==> config.mk <==
export PLATFORM = sky130hd
export DESIGN_NAME = regfile_write_arbiter
export DESIGN_NICKNAME = d
export VERILOG_FILES = /design/src/rtl/regfile_write_arbiter.sv
export SDC_FILE = /design/constraint.sdc
export NUM_CORES = 1
export LEC_CHECK = 0
export CAP_MARGIN = 20
export CORE_MARGIN = 10
export CORE_UTILIZATION = 45
export CTS_BUF_LIST = sky130_fd_sc_hd__clkbuf_4 sky130_fd_sc_hd__clkbuf_8
export DETAILED_ROUTE_END_ITERATION = 8
export PLACE_DENSITY_LB_ADDON = 0.15
export SKIP_CTS_REPAIR_TIMING = 1
export SYNTH_ARGS = -nofsm -noshare
export SYNTH_HDL_FRONTEND = slang
export SYNTH_SLANG_ARGS = --single-unit
==> constraint.sdc <==
create_clock -name CLK -period 6.1 [get_ports CLK]
set_clock_uncertainty 0.05 [all_clocks]
set_input_delay 0.61 -clock CLK [delete_from_list [all_inputs] [get_ports CLK]]
set_output_delay 0.61 -clock CLK [all_outputs]
set_load 0.01 [all_outputs]
==> src/rtl/regfile_write_arbiter.sv <==
// Arbitrates several writeback sources onto the register file's single registered write port.
// Define REGFILE_ARB_RR_EN for round-robin arbitration; otherwise fixed priority (source 0 highest).
module regfile_write_arbiter #(
    parameter int NUM_REQ = 3,
    parameter int DATA_W  = 16,
    parameter int ADDR_W  = 3
) (
    input  logic                      CLK,
    input  logic                      Reset,
    input  logic [NUM_REQ-1:0]        req_valid,
    input  logic [NUM_REQ*ADDR_W-1:0] req_addr,
    input  logic [NUM_REQ*DATA_W-1:0] req_data,
    output logic [NUM_REQ-1:0]        req_ready,
    input  logic                      hold,
    output logic                      Reg_Write,
    output logic [ADDR_W-1:0]         Reg_input_address,
    output logic [DATA_W-1:0]         Reg_input_data,
    output logic [2**ADDR_W-1:0]      pending_mask,
    output logic [1:0]                grant_id
);

    logic [NUM_REQ-1:0] full;
    logic [ADDR_W-1:0]  buf_addr [NUM_REQ];
    logic [DATA_W-1:0]  buf_data [NUM_REQ];

    logic               grant_valid;
    logic [1:0]         grant_idx;
    logic [NUM_REQ-1:0] grant_onehot;
    logic [NUM_REQ-1:0] accept;

`ifdef REGFILE_ARB_RR_EN
    logic [1:0] last_ptr;
    logic [1:0] cand;

    // NOTE: every variable in an always_comb gets a default first, so no path can infer a latch.
    always_comb begin
        grant_valid = 1'b0;
        grant_idx   = '0;
        cand        = '0;
        if (!hold) begin
            for (int k = 1; k <= NUM_REQ; k++) begin
                cand = 2'((int'(last_ptr) + k) % NUM_REQ);
                if (!grant_valid && full[cand]) begin
                    grant_valid = 1'b1;
                    grant_idx   = cand;
                end
            end
        end
    end

    always_ff @(posedge CLK or posedge Reset) begin
        if (Reset) begin
            last_ptr <= 2'(NUM_REQ - 1);
        end else if (grant_valid) begin
            last_ptr <= grant_idx;
        end
    end
`else
    always_comb begin
        grant_valid = 1'b0;
        grant_idx   = '0;
        if (!hold) begin
            // Descending scan: the lowest full index is written last and wins.
            for (int i = NUM_REQ - 1; i >= 0; i--) begin
                if (full[i]) begin
                    grant_valid = 1'b1;
                    grant_idx   = 2'(i);
                end
            end
        end
    end
`endif

    always_comb begin
        for (int i = 0; i < NUM_REQ; i++) begin
            grant_onehot[i] = grant_valid && (grant_idx == 2'(i));
            req_ready[i]    = !full[i] || grant_onehot[i];
            // Writes to register 0 complete the handshake but are dropped here.
            accept[i]       = req_valid[i] && req_ready[i] &&
                              (req_addr[i*ADDR_W +: ADDR_W] != '0);
        end
    end

    // NOTE: sequential state uses non-blocking assignments so every flop samples pre-edge values.
    always_ff @(posedge CLK or posedge Reset) begin
        if (Reset) begin
            full <= '0;
        end else begin
            for (int i = 0; i < NUM_REQ; i++) begin
                if (accept[i]) begin
                    full[i] <= 1'b1;
                end else if (grant_onehot[i]) begin
                    full[i] <= 1'b0;
                end
            end
        end
    end

    // NOTE: buffer payload is not reset; the full flag alone qualifies it.
    always_ff @(posedge CLK) begin
        for (int i = 0; i < NUM_REQ; i++) begin
            if (accept[i]) begin
                buf_addr[i] <= req_addr[i*ADDR_W +: ADDR_W];
                buf_data[i] <= req_data[i*DATA_W +: DATA_W];
            end
        end
    end

    always_ff @(posedge CLK or posedge Reset) begin
        if (Reset) begin
            Reg_Write         <= 1'b0;
            Reg_input_address <= '0;
            Reg_input_data    <= '0;
            grant_id          <= '0;
        end else if (grant_valid) begin
            Reg_Write         <= 1'b1;
            Reg_input_address <= buf_addr[grant_idx];
            Reg_input_data    <= buf_data[grant_idx];
            grant_id          <= grant_idx;
        end else begin
            Reg_Write         <= 1'b0;
        end
    end

    always_comb begin
        pending_mask = '0;
        for (int i = 0; i < NUM_REQ; i++) begin
            if (full[i]) begin
                pending_mask[buf_addr[i]] = 1'b1;
            end
        end
        if (Reg_Write) begin
            pending_mask[Reg_input_address] = 1'b1;
        end
    end

endmodule

* Word level (Yosys, flattened, before mapping) *
Memory sizes are Yosys's and may differ from the RTL's. A register that Yosys moved wholly into a read port is not among the register bits.
Cells that the tools add are included.

word-level totals
  register bits = 6
  bits in writable memories = 57
  input port bits = 63
  output and inout bits = 33
  memories kept = 2

cells by class
  magnitude comparators = 8
  equal/unequal tests = 2
  multiplexer cells = 33
  bitwise operators = 3
  reductions and logical operators = 26

memories
  memory    words  bits a word  read ports  clocked after memory_dff  write ports  RTL line  RTL
  buf_data  3      16           1           1                         3            24        logic [DATA_W-1:0] buf_data [NUM_REQ];
  buf_addr  3      3            4           1                         3            23        logic [ADDR_W-1:0] buf_addr [NUM_REQ];

operator list
  operator              number
  $mux W8               4
  $or A8 B8 Y8          3
  $mux W1               21
  $lt A3 B4 Y1 const B  4
  $logic_and A1 B1 Y1   13
  $demux W1 S3          4
  $ge A3 B1 Y1 const B  4
  $reduce_bool A3 Y1    3
  $mux W2               4
  $reduce_bool A2 Y1    3
  $logic_not A1 Y1      3
  $logic_or A1 B1 Y1    3
  $eq A2 B1 Y1 const B  1
  $eq A2 B2 Y1 const B  1
  $logic_not A2 Y1      1

* Logic depth before layout (Yosys ltp) *
  word-level depth = 11
  mapped depth = 7
  mapped depth without buffers = 4

* Worst setup path after synthesis *
No wires, ideal clock.

  path kind = register -> register
  start = register full[1]
  end = memory buf_addr[2][0] (enable)
  arrival = 2.140 ns
  required time = 5.653 ns
  path slack = 3.513 ns
  stages on the path, launching flop included = 6
  period minus slack after synthesis = 2.587 ns
  cell sequence = dfrtp_1 -> buf_4 -> buf_4 -> buf_6 -> o31ai_2 -> nor2b_1

RTL lines
  item                               RTL line  RTL
  from (decl)                        22        logic [NUM_REQ-1:0] full;
  from (signal assigned)             87        full <= '0;
  from (signal, indexed assignment)  91        full[i] <= 1'b1;
  from (signal, indexed assignment)  93        full[i] <= 1'b0;
  to (decl)                          23

* Worst setup path in the final report *
  start = register full[1]
  end = output port pending_mask[1]

between the ends
  word-level cells in the longest chain between the ends = 5

ends and longest elaborated chain
  item                    RTL line  RTL
  $mux W8 (*)             128       if (full[i]) begin
  $or A8 B8 Y8 (no line)  n/a
  $mux W8 (*)             128
  $or A8 B8 Y8 (no line)  n/a
  $mux W8 (*)             132       if (Reg_Write) begin
  to (decl)               18        output logic [2**ADDR_W-1:0] pending_mask,

Every way passes the cells marked *; elsewhere a longest branch is shown, timed or not.

==> results.sh <==
export IMPL_synth_top_area_share_pct=48.39
export IMPL_ys_top_cells_by_count="edfxtp_1, dfrtp_1, inv_1"
export IMPL_synth_edf_count=57
export IMPL_dieArea_um2=11810
export IMPL_io_pins=96
export IMPL_post_drt_wl_per_cell_um=19.02
export IMPL_crit_path_cell_trace="nor2b_1 -> a32oi_1 -> o221ai_1 -> clkdlybuf4s50_1"
export IMPL_status="finished, final reports clean"
export IMPL_finalCoreUtilization_pct=62.17
export IMPL_postRouteAntennaNets=0
export IMPL_netlist_instances=267
export IMPL_critPathBufInv=1
export IMPL_initial_utilization_pct=46.01
export IMPL_rsz0062_at_grt="false"
export IMPL_numCtsBuffers=9
export IMPL_critPathArrivalTime_ns=2.18
export IMPL_slew_violations=0
export IMPL_gp_congestion=0.9053
export IMPL_yosysSeqAreaShare_pct=66.08
export IMPL_cts_root_buf="clkbuf_8"
export IMPL_setup_tns_ns=0
export IMPL_critPathTopFamily="flip-flops"
export IMPL_yosys_top_cells_area="edfxtp_1, dfrtp_1, o32a_1"
export IMPL_slew_headroom_pct=30.17
export IMPL_ir_drop_mv=0.1949
export IMPL_syn2layout_area_growth_pct=35.13
export IMPL_cp_slowest_cell="dfrtp_1"
export IMPL_syn_avg_cell_area_um2=13.25
export IMPL_first_iter_violations=135
export IMPL_finalCriticalPeriod_ns=2.842
export IMPL_place_ws_ns=3.112
export IMPL_synth_area_um2=3537
export IMPL_num_nets_final=424
export IMPL_vias=2522
export IMPL_cp_max_fo=13
export IMPL_crit_required_ns=5.44
export IMPL_cts_sinks=82
export IMPL_final_cell_area_um2=4780
export IMPL_grt_first_pass_wirelength_um=13900
export IMPL_path_clk_slew_ns=0.09
export IMPL_synth_seq_cells=82
export IMPL_met2_usage_pct=25.43
export IMPL_htree_levels=3
export IMPL_grt_max_degree=35
export IMPL_multi_input_area_um2=1012
export IMPL_met3_usage_pct=4.248
export IMPL_placed_cells=449
export IMPL_leakage_uw=0.001728
export IMPL_syn_nets=330
export IMPL_clockBufferDepth=2
export IMPL_setup_slack_ns=3.258
export IMPL_hp_class="flip-flop to flip-flop"
export IMPL_drt_drc_violations_left=0
export IMPL_synth_ff_type="edfxtp_1"
export IMPL_post_drt_via_cell_ratio=5.389
export IMPL_synth_most_common_cell="edfxtp_1"
export IMPL_wl_um=8901
export IMPL_core_area_um2=7687
export IMPL_ys_async_sr_fraction_pct=30.49
export IMPL_placed_area_um2=4533
export IMPL_antenna_found_initial=0
export IMPL_worstSetupStartpointType="flip-flop"
export IMPL_chipWidth_um=108.7
export IMPL_crit_type="flip-flop to output port"
export IMPL_worstSetupEndpointType="output port"
export IMPL_yosysTopAreaCell="edfxtp_1"
export IMPL_n_antenna_cell=0
export IMPL_io_buffers=95
export IMPL_drive_above_1_share_pct=11.20
export IMPL_grt_usage_pct=15.02
export IMPL_finalSetupViolCount=0
export IMPL_synth_distinct_cells=40
export IMPL_slowest_delay_ns=0.59
export IMPL_hold_viol_final=0
export IMPL_powerDensity_nw_per_um2=264.6
export IMPL_clkLatencyLatePin_ns=0.34
export IMPL_dieHeight_um=108.7
export IMPL_drt_pass1_iter_count=4
export IMPL_grt_busiest_layer="met2"
export IMPL_worstMarginPinSlew_ns=1.043
export IMPL_ys_warn_count=0
export IMPL_final_cells=468
export IMPL_grt_pass1_vias=2747
export IMPL_drv_cap=0
export IMPL_dp_hpwl_um=6275
export IMPL_fillCellCount=605
export IMPL_max_freq_ghz=0.3518
export IMPL_grtUsageMet1_pct=17.43
export IMPL_gr_total_overflow=0
export IMPL_finalCritPeriodShare_pct=46.59
export IMPL_cts_tree="yes"
export IMPL_rows=32
export IMPL_regArea_um2=2337
==> cells by family (layout without fill, tap and decap cells) <==
kind of cell    count (synthesis)  in the layout  share of synthesized area (%)
compound gates                 88             88                          18.93
flops                          82             82                          66.08
simple gates                   57             57                          9.445
buf+inv                        40            139                          5.554
==> stage by stage <==
stage                     power [uW]  hold WS, ns
final                           1265       0.4615
after global routing            1322       0.4892
after CTS                       1267       0.4686
after detailed placement       895.9       0.4480
after global placement         890.6       0.4392
after floorplan                771.7       0.4788
==> worst register-to-register path, cell delays in order (launching register included) <==
cell and delay, ns:
dfrtp_1 0.37, buf_4 0.24, o21ai_0 0.29, nor2b_2 0.89
==> worst paths after layout <==
path	slack (ns)	startpoint	to	cells past startpoint
setup / recovery	3.26	full[1]	pending_mask[1]	4
hold / removal	0.46	Reg_input_data[13]	Reg_input_data[13]	1
setup reg to reg	3.87	full[0]	buf_data[1][5]	3
hold reg to reg	0.46	Reg_input_data[13]	Reg_input_data[13]	1
max in group asynchronous	5.00	Reset	Reg_input_data[15]	3
min in group asynchronous	0.55	Reset	Reg_input_data[11]	2
==> placed cells by master, fill, tap and decap left out, types with 9 or more instances in the layout <==
master,n
a21boi_0,12
a21oi_1,13
a221oi_1,10
clkbuf_8,9
clkdlybuf4s50_1,95
dfrtp_1,25
edfxtp_1,57
inv_1,21
nand2_1,11
o21ai_0,10
o31ai_1,10
o32a_1,13
==> state kept, by name, indices dropped and copies added, names as in the netlist <==
name	cells
Reg_Write	1
Reg_input_address	3
Reg_input_data	16
buf_addr	9
buf_data	48
full	3
grant_id	2
==> metal layers <==
layer	vias up	wire [um]
met2	94	4655
met4	0	80
met3	6	608
li1	1202	-
met1	1220	3557
met5	-	0
==> cell type report <==
class	count	area share, %
inverter	22	1.728
tap	102	2.670
multi-input combinational	145	21.18
clock buffer	10	2.749
clock inverter	6	1.204
timing repair buffer	101	21.57
sequential	82	48.90
==> power breakdown <==
group	internal, uW	switching (uW)	leakage [uW]
combinational	124	97.9	0.000825
sequential	639	25.9	0.000812
clock	190	188	0.0000908
Note: power is estimated with default switching activity, not from simulation.
==> patch (same settings) <==
Add a define of `REGFILE_ARB_RR_EN`.
--- a/src/rtl/regfile_write_arbiter.sv
+++ b/src/rtl/regfile_write_arbiter.sv
@@ -1,4 +1,6 @@
 // Arbitrates several writeback sources onto the register file's single registered write port.
 // Define REGFILE_ARB_RR_EN for round-robin arbitration; otherwise fixed priority (source 0 highest).
+`define REGFILE_ARB_RR_EN
+
 module regfile_write_arbiter #(
     parameter int NUM_REQ = 3,
Formal check against the unedited RTL: not equivalent (Yosys sat finds a counterexample within 4 cycles, from zero or initial values and one cycle with Reset high).
==> patch against the original RTL <==
Design area increased by 2.7%. First-iteration DRC count unchanged. Non-clock buffer count decreased by 1. Routed wire length increased by 5.3%. Sequential cell count increased by 1. Sequential share of layout area decreased by 0.75 points. Fmax decreased by 34%. Count of clock-buffer cells in the layout increased by 1. Worst setup slack got worse by 1.4 ns. Synthesized area increased by 1.6%. Critical path type unchanged.
Power is not compared: it rests on default switching activity, and its combinational part moved more than twofold at a synthesized area within 25%.
==> patch: results (changes against the original RTL) <==
- Status: completed
- DR WL/cell: 20.1 um (+5.5%)
- Share of layout cells above drive strength 1: 8.77% (-2.4 points)
- R2R cell count: 8 (+5)
- Synth area leaders: edfxtp_1 48%, dfrtp_1 17%, nand2_1 2.5%
- Global-route wire length before repair: 14.4 mm (+3.4%)
- Vias post-DR: 2,614 (+3.6%)
- Grt met1 use: 17.8% (+0.38 points)
- Dpl cell area: 0.00461 sq mm (+1.7%)
- Min-delay src: buf_data[1][0]$_DFFE_PP_
- Worst Hold End: Reg_input_data[0]$_DFFE_PP0P_
- Mapped Cells: 269 (+0.75%)
- Nets: 425 (+0.24%)
- Fmax: 233 MHz (-34%)
- Number of global-route vias before repair: 2,724 (-0.84%)
- Critical path fanouts, max: 23 (+10)
- CP max stage cell: or4_1
- M1 wire length: 3.65 mm (+2.6%)
- DP HPWL: 6.58 mm (+4.9%)
- Routability cong.: 0.896 (-1.1%)
- R2r endpoint: buf_addr[1][1]$_DFFE_PP_
- Hold Path Depth: 2 (+1)
- Routed wl met2: 4.88 mm (+4.8%)
- FF-to-FF Start: last_ptr[0]$_DFFE_PP0P_
- CP peak stage delay: 0.92 ns (+0.33 ns)
- GR Layer Usage met2: 27.5% (+2.1 points)
- Via density: 5.60 (+3.9%)
- WL met3: 737 um (+21%)
- Sequential cell area fraction in the yosys report: 65.8% (-0.30 points)
- R2r setup slk: 2.41 ns (-1.46 ns)
- M3 GR Usage: 5.09% (+0.84 points)
- Synth cell count leaders: 57 x edfxtp_1, 25 x dfrtp_1, 24 x nand2_1
- Family with the most delay on the worst path: simple AND/OR/NAND/NOR gates
- Synth Net Count: 334 (+1.2%)
==> patch: cell count changes after synthesis, moves of 6 or more <==
| cell | unedited run | this run |
|---|---|---|
| inv_1 | 21 | 5 |
| nand2_1 | 11 | 24 |
| o32a_1 | 13 | 0 |
| a21boi_0 | 12 | 0 |
| nand3_1 | 1 | 12 |
| nor3b_1 | 2 | 12 |
| a21oi_1 | 14 | 5 |
| o22a_1 | 1 | 8 |
| or2_2 | 8 | 1 |
| a222oi_1 | 0 | 6 |
| o31ai_1 | 10 | 4 |
==> patch: cells by family after synthesis <==
logic type / after synthesis / synth area share [%]
compound gates: 63 / 14.7
fa+ha+maj: 2 / 0.696
buf+inv: 25 / 4.00
flops: 83 / 65.8
simple gates: 96 / 14.8
==> patch: worst max-delay path by stage <==
| stage | from | endpoint | slack [ns] | cells past startpoint |
|---|---|---|---|---|
| 2_1_floorplan | last_ptr[1]$_DFFE_PP1P_ | buf_addr[0][0]$_DFFE_PP_ | 2.45 | 8 |
| 3_3_place_gp | last_ptr[1]$_DFFE_PP1P_ | buf_data[0][13]$_DFFE_PP_ | 2.13 | 7 |
| 3_5_place_dp | last_ptr[1]$_DFFE_PP1P_ | buf_data[0][13]$_DFFE_PP_ | 2.03 | 7 |
| 4_1_cts | last_ptr[1]$_DFFE_PP1P_ | req_ready[0] | 1.79 | 7 |
| 5_1_grt | last_ptr[1]$_DFFE_PP1P_ | req_ready[0] | 1.63 | 7 |
| 6_report | last_ptr[1]$_DFFE_PP1P_ | req_ready[0] | 1.81 | 7 |
==> patch: cell type report <==
class	count	area (sq um)
timing repair buffer	100	1010
inverter	5	18.8
multi-input combinational	161	1100
tap	102	128
fill	615	2860
clock buffer	11	139
sequential	83	2360
clock inverter	5	150
